`config.mk`:
```
export PLATFORM = sky130hd
export DESIGN_NAME = hdmi_capture_sequencer
export DESIGN_NICKNAME = d
export VERILOG_FILES = /design/src/rtl/hdmi_capture_sequencer_pkg.sv /design/src/rtl/sync_edge_detect.sv /design/src/rtl/hdmi_capture_sequencer.sv
export SDC_FILE = /design/constraint.sdc
export NUM_CORES = 1
export LEC_CHECK = 0
export ABC_CLOCK_PERIOD_IN_PS = 6200
export CORE_MARGIN = 8
export CORE_UTILIZATION = 30
export CTS_CLUSTER_SIZE = 28
export DETAILED_ROUTE_END_ITERATION = 10
export GPL_TIMING_DRIVEN = 0
export SYNTH_ARGS = -nofsm -noshare
export SYNTH_HDL_FRONTEND = slang
export SYNTH_HIERARCHICAL = 1
export SYNTH_SLANG_ARGS = --single-unit
export TNS_END_PERCENT = 50
```
`constraint.sdc`:
```
create_clock -name i_clock -period 6.2 [get_ports i_clock]
set_clock_uncertainty 0.2 [all_clocks]
set_input_delay 0.62 -clock i_clock [delete_from_list [all_inputs] [get_ports i_clock]]
set_output_delay 0.62 -clock i_clock [all_outputs]
set_load 0.02 [all_outputs]
```
`src/rtl/hdmi_capture_sequencer_pkg.sv`:
```
// Shared definitions for the HDMI capture sequencer: state encoding and the
// default HDMI active-video geometry, also used by the LCD timing generator.
package hdmi_capture_sequencer_pkg;

    typedef enum logic [2:0] {
        IDLE,
        WAIT_VSYNC,
        ARMED,
        LINE,
        DROP
    } seqState_t;

    localparam int unsigned HDMI_H_ACTIVE = 800;
    localparam int unsigned HDMI_V_ACTIVE = 480;

    function automatic logic isCapturing(input seqState_t state);
        return (state == ARMED) || (state == LINE);
    endfunction

endpackage

```
`src/rtl/sync_edge_detect.sv`:
```
// Single-bit registered edge detector; reports rising and falling edges of a
// signal that is already synchronous to the clock.
module sync_edge_detect (
    input  logic i_clock,
    input  logic i_reset,
    input  logic i_signal,
    output logic o_rise,
    output logic o_fall
);

    logic r_signalD;

    always_ff @(posedge i_clock or posedge i_reset) begin
        if (i_reset) begin
            r_signalD <= 1'b0;
        end else begin
            r_signalD <= i_signal;
        end
    end

    assign o_rise = i_signal & ~r_signalD;
    assign o_fall = ~i_signal & r_signalD;

endmodule

```
`src/rtl/hdmi_capture_sequencer.sv`:
```
// Gates the HDMI ingester enable so only whole, vsync-aligned frames of the
// configured geometry reach the pixel FIFO; aborts and resyncs on errors.
module hdmi_capture_sequencer
    import hdmi_capture_sequencer_pkg::*;
#(
    parameter int unsigned H_ACTIVE = HDMI_H_ACTIVE,
    parameter int unsigned V_ACTIVE = HDMI_V_ACTIVE,
    parameter int unsigned PIX_W    = 12,
    parameter int unsigned LINE_W   = 11
) (
    input  logic              i_clock,
    input  logic              i_reset,
    input  logic              i_captureEnable,
    input  logic              i_hdmiVsync,
    input  logic              i_hdmiDe,
    input  logic              i_fifoFull,
    input  logic              i_clearErrors,
    output logic              o_hdmiEnable,
    output logic              o_frameActive,
    output logic              o_frameDone,
    output logic              o_overflow,
    output logic              o_geometryError,
    output logic [LINE_W-1:0] o_lineCount
);

    localparam logic [PIX_W-1:0]  PIX_LAST  = PIX_W'(H_ACTIVE);
    localparam logic [PIX_W-1:0]  PIX_SAT   = PIX_W'(H_ACTIVE + 1);
    localparam logic [LINE_W-1:0] LINE_LAST = LINE_W'(V_ACTIVE);

    seqState_t         r_state, stateNext;
    logic [PIX_W-1:0]  r_pixCount, pixCountNext;
    logic [LINE_W-1:0] r_lineCount, lineCountNext;
    logic              r_gate, gateNext;
    logic              r_frameDone, frameDoneNext;
    logic              r_overflow, overflowNext;
    logic              r_geometryError, geometryErrorNext;
    logic              setOverflow, setGeometryError;
    logic              vsyncRise, deFall, overflowEvent;
    logic              unusedVsyncFall, unusedDeRise;

    sync_edge_detect u_vsyncEdge (
        .i_clock  (i_clock),
        .i_reset  (i_reset),
        .i_signal (i_hdmiVsync),
        .o_rise   (vsyncRise),
        .o_fall   (unusedVsyncFall)
    );

    sync_edge_detect u_deEdge (
        .i_clock  (i_clock),
        .i_reset  (i_reset),
        .i_signal (i_hdmiDe),
        .o_rise   (unusedDeRise),
        .o_fall   (deFall)
    );

    // Combinational so the enable lines up with the pixel the ingester samples.
    assign o_hdmiEnable  = i_hdmiDe & r_gate;
    assign overflowEvent = o_hdmiEnable & i_fifoFull;

    always_comb begin
        stateNext        = r_state;
        pixCountNext     = r_pixCount;
        lineCountNext    = r_lineCount;
        frameDoneNext    = 1'b0;
        setOverflow      = 1'b0;
        setGeometryError = 1'b0;

        unique case (r_state)
            IDLE: begin
                if (i_captureEnable) begin
                    stateNext = WAIT_VSYNC;
                end
            end
            WAIT_VSYNC, DROP: begin
                if (!i_captureEnable) begin
                    stateNext = IDLE;
                end else if (vsyncRise) begin
                    stateNext     = ARMED;
                    pixCountNext  = '0;
                    lineCountNext = '0;
                end
            end
            ARMED, LINE: begin
                if (vsyncRise) begin
                    // Frame ended early: flag it and treat this vsync as a new frame.
                    setGeometryError = 1'b1;
                    stateNext        = ARMED;
                    pixCountNext     = '0;
                    lineCountNext    = '0;
                end else if (overflowEvent) begin
                    setOverflow = 1'b1;
                    stateNext   = DROP;
                end else if (r_state == ARMED) begin
                    if (i_hdmiDe) begin
                        stateNext    = LINE;
                        pixCountNext = PIX_W'(1);
                    end
                end else if (deFall) begin
                    if (r_pixCount != PIX_LAST) begin
                        setGeometryError = 1'b1;
                        stateNext        = DROP;
                    end else begin
                        lineCountNext = r_lineCount + 1'b1;
                        pixCountNext  = '0;
                        if (lineCountNext == LINE_LAST) begin
                            frameDoneNext = 1'b1;
                            stateNext     = i_captureEnable ? WAIT_VSYNC : IDLE;
                        end else begin
                            stateNext = ARMED;
                        end
                    end
                end else if (i_hdmiDe && (r_pixCount != PIX_SAT)) begin
                    pixCountNext = r_pixCount + 1'b1;
                end
            end
            default: begin
                stateNext = IDLE;
            end
        endcase

        gateNext          = isCapturing(stateNext) && (pixCountNext < PIX_LAST);
        // A set event in the same cycle as a clear pulse wins.
        overflowNext      = setOverflow | (r_overflow & ~i_clearErrors);
        geometryErrorNext = setGeometryError | (r_geometryError & ~i_clearErrors);
    end

    always_ff @(posedge i_clock or posedge i_reset) begin
        if (i_reset) begin
            r_state         <= IDLE;
            r_pixCount      <= '0;
            r_lineCount     <= '0;
            r_gate          <= 1'b0;
            r_frameDone     <= 1'b0;
            r_overflow      <= 1'b0;
            r_geometryError <= 1'b0;
        end else begin
            r_state         <= stateNext;
            r_pixCount      <= pixCountNext;
            r_lineCount     <= lineCountNext;
            r_gate          <= gateNext;
            r_frameDone     <= frameDoneNext;
            r_overflow      <= overflowNext;
            r_geometryError <= geometryErrorNext;
        end
    end

    assign o_frameActive   = isCapturing(r_state);
    assign o_frameDone     = r_frameDone;
    assign o_overflow      = r_overflow;
    assign o_geometryError = r_geometryError;
    assign o_lineCount     = r_lineCount;

endmodule

```
Word level (Yosys, flattened, before mapping)
Cells that the tools add are included.
{"block": "word_totals", "register_bits": 32, "latch_bits": 0, "ramBits": 0, "mem_bits_ro": 0, "input_bits": 7, "word_cells": 93, "memories": 0}
{"block": "classes", "add_sub_neg": 2, "mul": 0, "n_div": 0, "magnitude_cmp": 1, "eq_ne": 15, "n_shift": 0, "mux": 46, "bitwise": 11, "n_reduce_logical": 9}
{"op": "2-to-1 mux 12 bit", "count": 9}
{"op": "2-to-1 mux 11 bit", "count": 7}
{"op": "2-to-1 mux 3 bit", "count": 9}
{"op": "inequality test 12 x 10 -> 1 bit, second input constant", "count": 2}
{"op": "one-hot mux 12 bit (2 select lines)", "count": 1}
{"op": "one-hot mux 11 bit (2 select lines)", "count": 1}
{"op": "2-to-1 mux 1 bit", "count": 17}
{"op": "adder 12 x 1 -> 12 bit, second input constant", "count": 1}
{"op": "equality test 3 x 2 -> 1 bit, second input constant", "count": 4}
{"op": "< comparator 12 x 10 -> 1 bit, second input constant", "count": 1}
{"op": "inequality test 3 x 2 -> 1 bit, second input constant", "count": 4}
{"op": "adder 11 x 1 -> 11 bit, second input constant", "count": 1}
{"op": "equality test 11 x 9 -> 1 bit, second input constant", "count": 1}
{"op": "one-hot mux 3 bit (3 select lines)", "count": 1}
{"op": "AND reduction 7 bit", "count": 1}
{"op": "bitwise AND 1 bit", "count": 6}
{"op": "OR reduction 2 bit", "count": 2}
{"op": "equality test 3 x 1 -> 1 bit, second input constant", "count": 1}
{"op": "equality test 3 bit, second input constant", "count": 1}
{"op": "logical NOT 3 bit", "count": 1}
{"op": "inverter 1 bit", "count": 3}
{"op": "logical AND 1 bit", "count": 2}
{"op": "logical OR 1 bit", "count": 2}
{"op": "2-to-1 mux 2 bit", "count": 1}
{"op": "other kinds (4)", "count": 5}

Longest topological paths before layout
Gate-level depths: netlist (run 1).
{"block": "depth", "depth_word": 12, "depth_mapped": 9, "depth_no_buf": 8}

Modules after synthesis
The synthesis (run 1) kept the hierarchy.
{"module": "hdmi_capture_sequencer", "instances": 1, "cells_per_inst": 230, "area_each_um2": 2015.7, "seq_area_each_um2": 750.7}
{"module": "sync_edge_detect", "instances": 2, "cells_per_inst": 4, "area_each_um2": 43.8, "seq_area_each_um2": 25.0}

Worst setup path before layout (run 1)
OpenSTA, ideal clock, no wires.
{"block": "synth_path", "path_kind": "input to register", "start": "in i_hdmiDe", "end": "reg r_gate", "setup_ns": 0.134, "t_arrival_ns": 2.267, "slack_ns": 3.599, "cell_stages": 6, "n_path_buf": 0, "path_cell_list": "and2b_2 > nand4b_2 > nor4_1 > or3b_2 > a21boi_2 > a2111oi_2"}
{"block": "synth_via", "elab_chain_cells": 10, "word_cells_on_any_way": 23, "classes_between": "order compare (1); eq/ne (2); mux (13); bitwise (4); reduce/logical (3)"}
{"item": "start, declared", "line": "hdmi_capture_sequencer.sv:15", "source": "input logic i_hdmiDe,"}
{"item": "parallel branches: the longest is 9 deep, another holds < comparator 12 x 10 -> 1 bit"}
{"item": "logical AND 1 bit *", "line": "hdmi_capture_sequencer.sv:122", "source": "gateNext = isCapturing(stateNext) && (pixCountNext < PIX_LAST);"}
{"item": "via gateNext", "line": "hdmi_capture_sequencer.sv:33", "source": "logic r_gate, gateNext;"}
{"item": "end signal, assigned", "line": "hdmi_capture_sequencer.sv:141", "source": "r_gate <= gateNext;"}
{"item": "end, declared", "line": "hdmi_capture_sequencer.sv:33"}
Mark *: on every way through the listed nets, which the timed path passes.
A chain may end at the register's enable or synchronous reset.

Final worst setup path (run 1)
{"block": "layout_path", "start": "in i_hdmiDe", "end": "reg r_gate"}
{"block": "layout_via", "elab_chain_cells": 10, "word_cells_on_any_way": 23, "classes_between": "order compare (1); eq/ne (2); mux (13); bitwise (4); reduce/logical (3)"}
{"item": "inverter 1 bit *", "line": "sync_edge_detect.sv:22", "source": "assign o_fall = ~i_signal & r_signalD;"}
{"item": "bitwise AND 1 bit *", "line": "sync_edge_detect.sv:22"}
{"item": "via deFall", "line": "hdmi_capture_sequencer.sv:38", "source": "logic vsyncRise, deFall, overflowEvent;"}
{"item": "parallel branches: the longest is 7 deep, another holds < comparator 12 x 10 -> 1 bit"}
{"item": "logical AND 1 bit *", "line": "hdmi_capture_sequencer.sv:122"}
{"item": "via gateNext", "line": "hdmi_capture_sequencer.sv:33"}
Marked as above.

==> results.toml, run 1 <==
[run_status]
status = "completed"

[clock_tree]
clk_latency_ns = 0.29
postCtsSetupBuffers = 0
cts_root_buffer = "clkbuf_8"
numCtsBuffers = 5
clk_pin_slew_worst_paths_ns = 0.06
cts.sinks = 32
ctsHoldBuffers = 0
cts_resized = 0
cts_tree = "done"
htree_levels = 2
ctsLongestPathBuffers = 2

[floorplan]
core-area_mm2 = 0.006756
die_w_um = 99.43
start_util_pct = 30.91
dieArea_mm2 = 0.009886
io_pins = 23
die_y_um = 99.43
rows = 30

[timing]
tightestPinTransition_ns = 1.204
layout_setup_ws_ns = 2.767
rsz0062_at_grt = "no"
fmax_mhz = 291.3
fin_crit_ns = 3.433
slew_violations = 0
setup_viol = 0
relSlewSlack_pct = 19.63
period_share_pct = 55.37
hold_viol = 0
tns_ns = 0

[grt]
grt_pass1_wl_mm = 8.866
grt_usage_pct = 11.02
grt_antenna_before_repair = 0
grt_pass1_vias = 1816
grt_max_degree = 31
gr-total-overflow = 0

[route]
routed_wl_mm = 5.294
vias = 1893
drtIter0Drc = 88
vias_per_cell = 5.471
routedWlPerCell_um = 15.30
drc = 0
postRouteAntennaNets = 0
dr.pass1.iters = 4

[layout]
drive_gt1_share_pct = 13.53
n_antenna_cell = 0
nFillCells = 694
syn2layout_area_growth_pct = 21.39
final_common_cell = "dfrtp_1"
fin_nets = 277
multi_input_area_mm2 = 0.001194
final-seq-area_um2 = 800.8
final_cell_mix = "32 x dfrtp_1, 31 x o21ai_0, 22 x clkdlybuf4s50_1, 18 x nor2_1, 18 x nand2_1"

[place]
place_hpwl_mm = 3.748
io_buffers = 22
dpl_worst_slack_ns = 2.484
place_congestion = 0.8189

[setup_path]
start_kind = "input port"
cp_data_arrival_time_ns = 3.38
cp_max_fo = 10
crit_required_ns = 6.15
cp_slowest_stage_delay_ns = 0.70
path_cells = "clkdlybuf4s50_1 > and2b_2 > nand4b_2 > nor4_1 > or3b_2 > a21boi_2 > a2111oi_2"
slowest_stage = "clkdlybuf4s50_1"
endpoint_kind = "flip-flop"
crit_family = "simple AND/OR/NAND/NOR gates"
path_depth = 7
ff2ff_path_depth = 6
cp.buffers_inverters = 1
criticalPathCategory = "input port to flip-flop"

[yosys]
synthesis.nets = 248
synthCells = 236
ys.warnings.count = 6
synthesis.area_mm2 = 0.002088
syn_area_per_cell_um2 = 8.849

[pwr]
internal_power_w = 0.0003795
irDropWorstVdd_uv = 74.65
p_sw_w = 0.0001146
leakagePower_nw = 1.051
p_per_area_mw_per_mm2 = 194.9
p_clk_share_pct = 44.4
seq_power_share_pct = 45.4
power_frac_comb_pct = 10.2
swShare_pct = 23.20

[run]
drv_cap = 0

[min_path]
hp-class = "input port to async pin"
==> worst paths after layout <==
| check | from | to | slack, ns |
|---|---|---|---|
| worst max-delay path | i_hdmiDe | r_gate$_DFF_PP0_ | 2.77 |
| worst min-delay path | i_reset | u_deEdge/r_signalD$_DFF_PP0_ | 0.32 |
| worst max register to register | u_deEdge/r_signalD$_DFF_PP0_ | r_gate$_DFF_PP0_ | 3.54 |
| worst min register to register | o_geometryError$_DFF_PP0_ | o_geometryError$_DFF_PP0_ | 0.34 |
| max in group asynchronous | i_reset | o_lineCount[9]$_DFFE_PP0P_ | 4.26 |
| min in group i_clock | o_geometryError$_DFF_PP0_ | o_geometryError$_DFF_PP0_ | 0.34 |
==> power by group through the flow <==
stage	Combinational, W	Sequential, W	Clock [W]
2_1_floorplan	0.0000256	0.000231	0
3_3_place_gp	0.0000506	0.000228	0
3_5_place_dp	0.0000507	0.000228	0
4_1_cts	0.0000512	0.000224	0.000226
5_1_grt	0.0000566	0.000225	0.000233
6_report	0.0000505	0.000224	0.000219
==> registers in the layout, indices dropped and copies added, names as in the netlist <==
| register | cells |
|---|---|
| o_lineCount | 11 |
| r_state | 3 |
| r_pixCount | 12 |
| u_vsyncEdge/r_signalD | 1 |
| o_overflow | 1 |
| u_deEdge/r_signalD | 1 |
| o_frameDone | 1 |
| o_geometryError | 1 |
| r_gate | 1 |
==> metal layers <==
metal  vias up  track usage (%)  wire (um)
li1        934                -          -
met3         7            2.654        228
met4         0            4.773         87
met2        35            16.89       2442
met1       917            14.36       2535
met5         -                0          0
==> through the flow <==
stage / instances / total power [W] / cell area, um2 / hold slack [ns] / utilization (%)
6_report: 346 / 0.0004941 / 2535 / 0.3244 / 37.52
5_1_grt: 346 / 0.0005149 / 2535 / 0.3580 / 37.52
4_1_cts: 346 / 0.0005016 / 2535 / 0.3168 / 37.52
3_5_place_dp: 338 / 0.0002787 / 2409 / 0.3336 / 35.65
3_3_place_gp: 338 / 0.0002782 / 2409 / 0.3169 / 35.65
2_1_floorplan: 236 / 0.0002563 / 2088 / 0.1487 / -
==> area by class of cell <==
class | instances | area share, %
plain buffers | 6 | 1.777
clock buffers | 7 | 3.801
clock inverters | 1 | 1.185
inverters | 13 | 1.925
multi-input cells | 185 | 47.09
flip-flops and latches | 32 | 31.59
well taps | 80 | 3.949
repair buffers | 22 | 8.687
(Power assumes the default switching activity.)
==> run 2: changes to the inputs <==
ABC_CLOCK_PERIOD_IN_PS = 3000   (was 6200)
clock period = 3 ns   (was 6.2 ns; I/O delays follow)
==> run 2 against run 1 <==
Net effect: first-iteration DRC count shrank 27%; critical path depth is 1 higher; hold slack got worse by 0.045 ns; non-clock buffer count increased by 1; sequential share of layout area is 0.25 points lower; largest cell class unchanged; combinational power grew 110%; design area is 0.79% higher; worst setup slack worse by 2.5 ns; clock power increased by 110%; global-route usage barely moved.
==> results.toml, run 2 (synthesis gave the netlist of run 1 again) <==
[run_status]
status = "completed"

[setup_path]
start_kind = "input port"
setup.worst_path.end = "r_gate$_DFF_PP0_"
cp_data_arrival_time_ns = 2.74
cp_max_fo = 10
path_depth = 8
cp_slowest_stage_delay_ns = 0.43
crit_required_ns = 2.96
criticalPathCategory = "input port to flip-flop"
cp.buffers_inverters = 1
slowest_stage = "dlygate4sd2_1"
crit_family = "simple AND/OR/NAND/NOR gates"
startpoint = "i_hdmiDe"
r2r-start = "o_lineCount[0]$_DFFE_PP0P_"
r2r_setup_slack_ns = 0.39
rr_endpoint = "r_state[0]$_DFF_PP0_"
path_cells = "dlygate4sd2_1 > and2b_2 > nand4b_2 > or2_1 > nor3b_1 > a211o_1 > nand4bb_1 > a2111oi_2"
ff2ff_path_depth = 7
endpoint_kind = "flip-flop"

[place]
io_buffers = 22
place_hpwl_mm = 3.748
placedCellCount = 338
place_congestion = 0.8189
place_area_mm2 = 0.002409

[route]
drc = 0
vias_per_cell = 5.473
met3_wirelength_um = 270
wl_met2_mm = 2.435
wl_met1_mm = 2.527
top_layer = "met4"
dr.pass1.iters = 4
postRouteAntennaNets = 0
drtIter0Drc = 64
vias = 1899
routedWlPerCell_um = 15.31
routed_wl_mm = 5.314

[timing]
setup_viol = 0
period_share_pct = 92.55
rsz0062_at_grt = "no"
relSlewSlack_pct = 19.94
fin_crit_ns = 2.777
hold_viol = 0
slew_violations = 0
tightestPinTransition_ns = 1.200
fmax_mhz = 360.2

[layout]
drive_gt1_share_pct = 14.23
largest_reg_flops = 12
largest-register = "r_pixCount"
fin_nets = 278
final_area_mm2 = 0.002555
final_cell_mix = "32 x dfrtp_1, 31 x o21ai_0, 21 x clkdlybuf4s50_1, 18 x nor2_1, 18 x nand2_1"
layoutNonFillerInstCount = 347
n_antenna_cell = 0
syn2layout_area_growth_pct = 22.35
final_common_cell = "dfrtp_1"
nFillCells = 694

[min_path]
hp-class = "input port to flip-flop"
min_path_cells = 1

[clock_tree]
cts_root_buffer = "clkbuf_8"
htree_levels = 2
ctsLongestPathBuffers = 2
numCtsBuffers = 5
clk_latency_ns = 0.29
cts.sinks = 32
cts_tree = "done"
clk_pin_slew_worst_paths_ns = 0.06
postCtsSetupBuffers = 0

[floorplan]
core-area_mm2 = 0.006756
die_w_um = 99.43
start_util_pct = 30.91
rows = 30
io_pins = 23
dieArea_mm2 = 0.009886
die_y_um = 99.43

[pwr]
p_per_area_mw_per_mm2 = 400.4
power_frac_comb_pct = 10.2
p_sw_w = 0.0002383
leakagePower_nw = 1.060
swShare_pct = 23.29
p_clk_share_pct = 44.5
internal_power_w = 0.0007847
seq_power_share_pct = 45.3
irDropWorstVdd_uv = 155.8

[grt]
gr-total-overflow = 0
grt_antenna_before_repair = 0
grt_max_degree = 31
grt_usage_pct = 11.04
grt_pass1_wl_mm = 8.880
grt_pass1_vias = 1820

[run]
drv_cap = 0
## run 2: routing by layer
layer  up-vias  GRT usage, %
met1       909         14.41
met4         0         4.773
li1        936             -
met2        47         16.89
met3         7         2.654
met5         -             0
## run 2: what timing repair did
item | in CTS | in global routing
hold buffers | 1 | 0
endpoints found under the setup margin | 1 | 1
hold endpoints to repair | 2 | 0
gates resized for setup | 2 | 1
## run 2: through the flow
step	worst slack (ns)	setup TNS, ns	total power (W)	util [%]	hold slack [ns]
after floorplan	0.5851	0	0.0005297	-	-0.1713
after global placement	-0.2872	-0.3566	0.0005750	35.65	0.3036
after detailed placement	-0.3958	-0.7558	0.0005759	35.65	0.2942
after CTS	0.2021	0	0.001037	37.74	0.2776
after global routing	0.04279	0	0.001065	37.81	0.2956
final	0.2235	0	0.001023	37.81	0.2798
## run 2: how the worst min path moves through the flow
stage                start                              end  slack, ns
2_1_floorplan      i_reset     u_deEdge/r_signalD$_DFF_PP0_      -0.17
6_report          i_hdmiDe     u_deEdge/r_signalD$_DFF_PP0_       0.28
4_1_cts           i_hdmiDe     u_deEdge/r_signalD$_DFF_PP0_       0.28
3_5_place_dp       i_reset     u_deEdge/r_signalD$_DFF_PP0_       0.29
5_1_grt        i_hdmiVsync  u_vsyncEdge/r_signalD$_DFF_PP0_       0.30
3_3_place_gp       i_reset     u_deEdge/r_signalD$_DFF_PP0_       0.30
## run 2: area by class of cell
cell class                 count  area (um2)  share of cell area [%]
multi-input combinational    185        1205                   47.16
sequential                    32       800.8                   31.34
timing repair buffer          23       229.0                   8.962
tap                           80       100.1                   3.918
clock buffer                   7       96.34                   3.771
inverter                      13       48.80                   1.910
buffer                         6       45.04                   1.763
clock inverter                 1       30.03                   1.175
## run 2: power by group through the flow
stage | clock network [W] | logic, W | registers (W)
6_report | 0.000455 | 0.000105 | 0.000463
4_1_cts | 0.000468 | 0.000106 | 0.000463
3_3_place_gp | 0 | 0.000105 | 0.000470
2_1_floorplan | 0 | 0.0000529 | 0.000477
3_5_place_dp | 0 | 0.000105 | 0.000471
5_1_grt | 0.000481 | 0.000118 | 0.000466
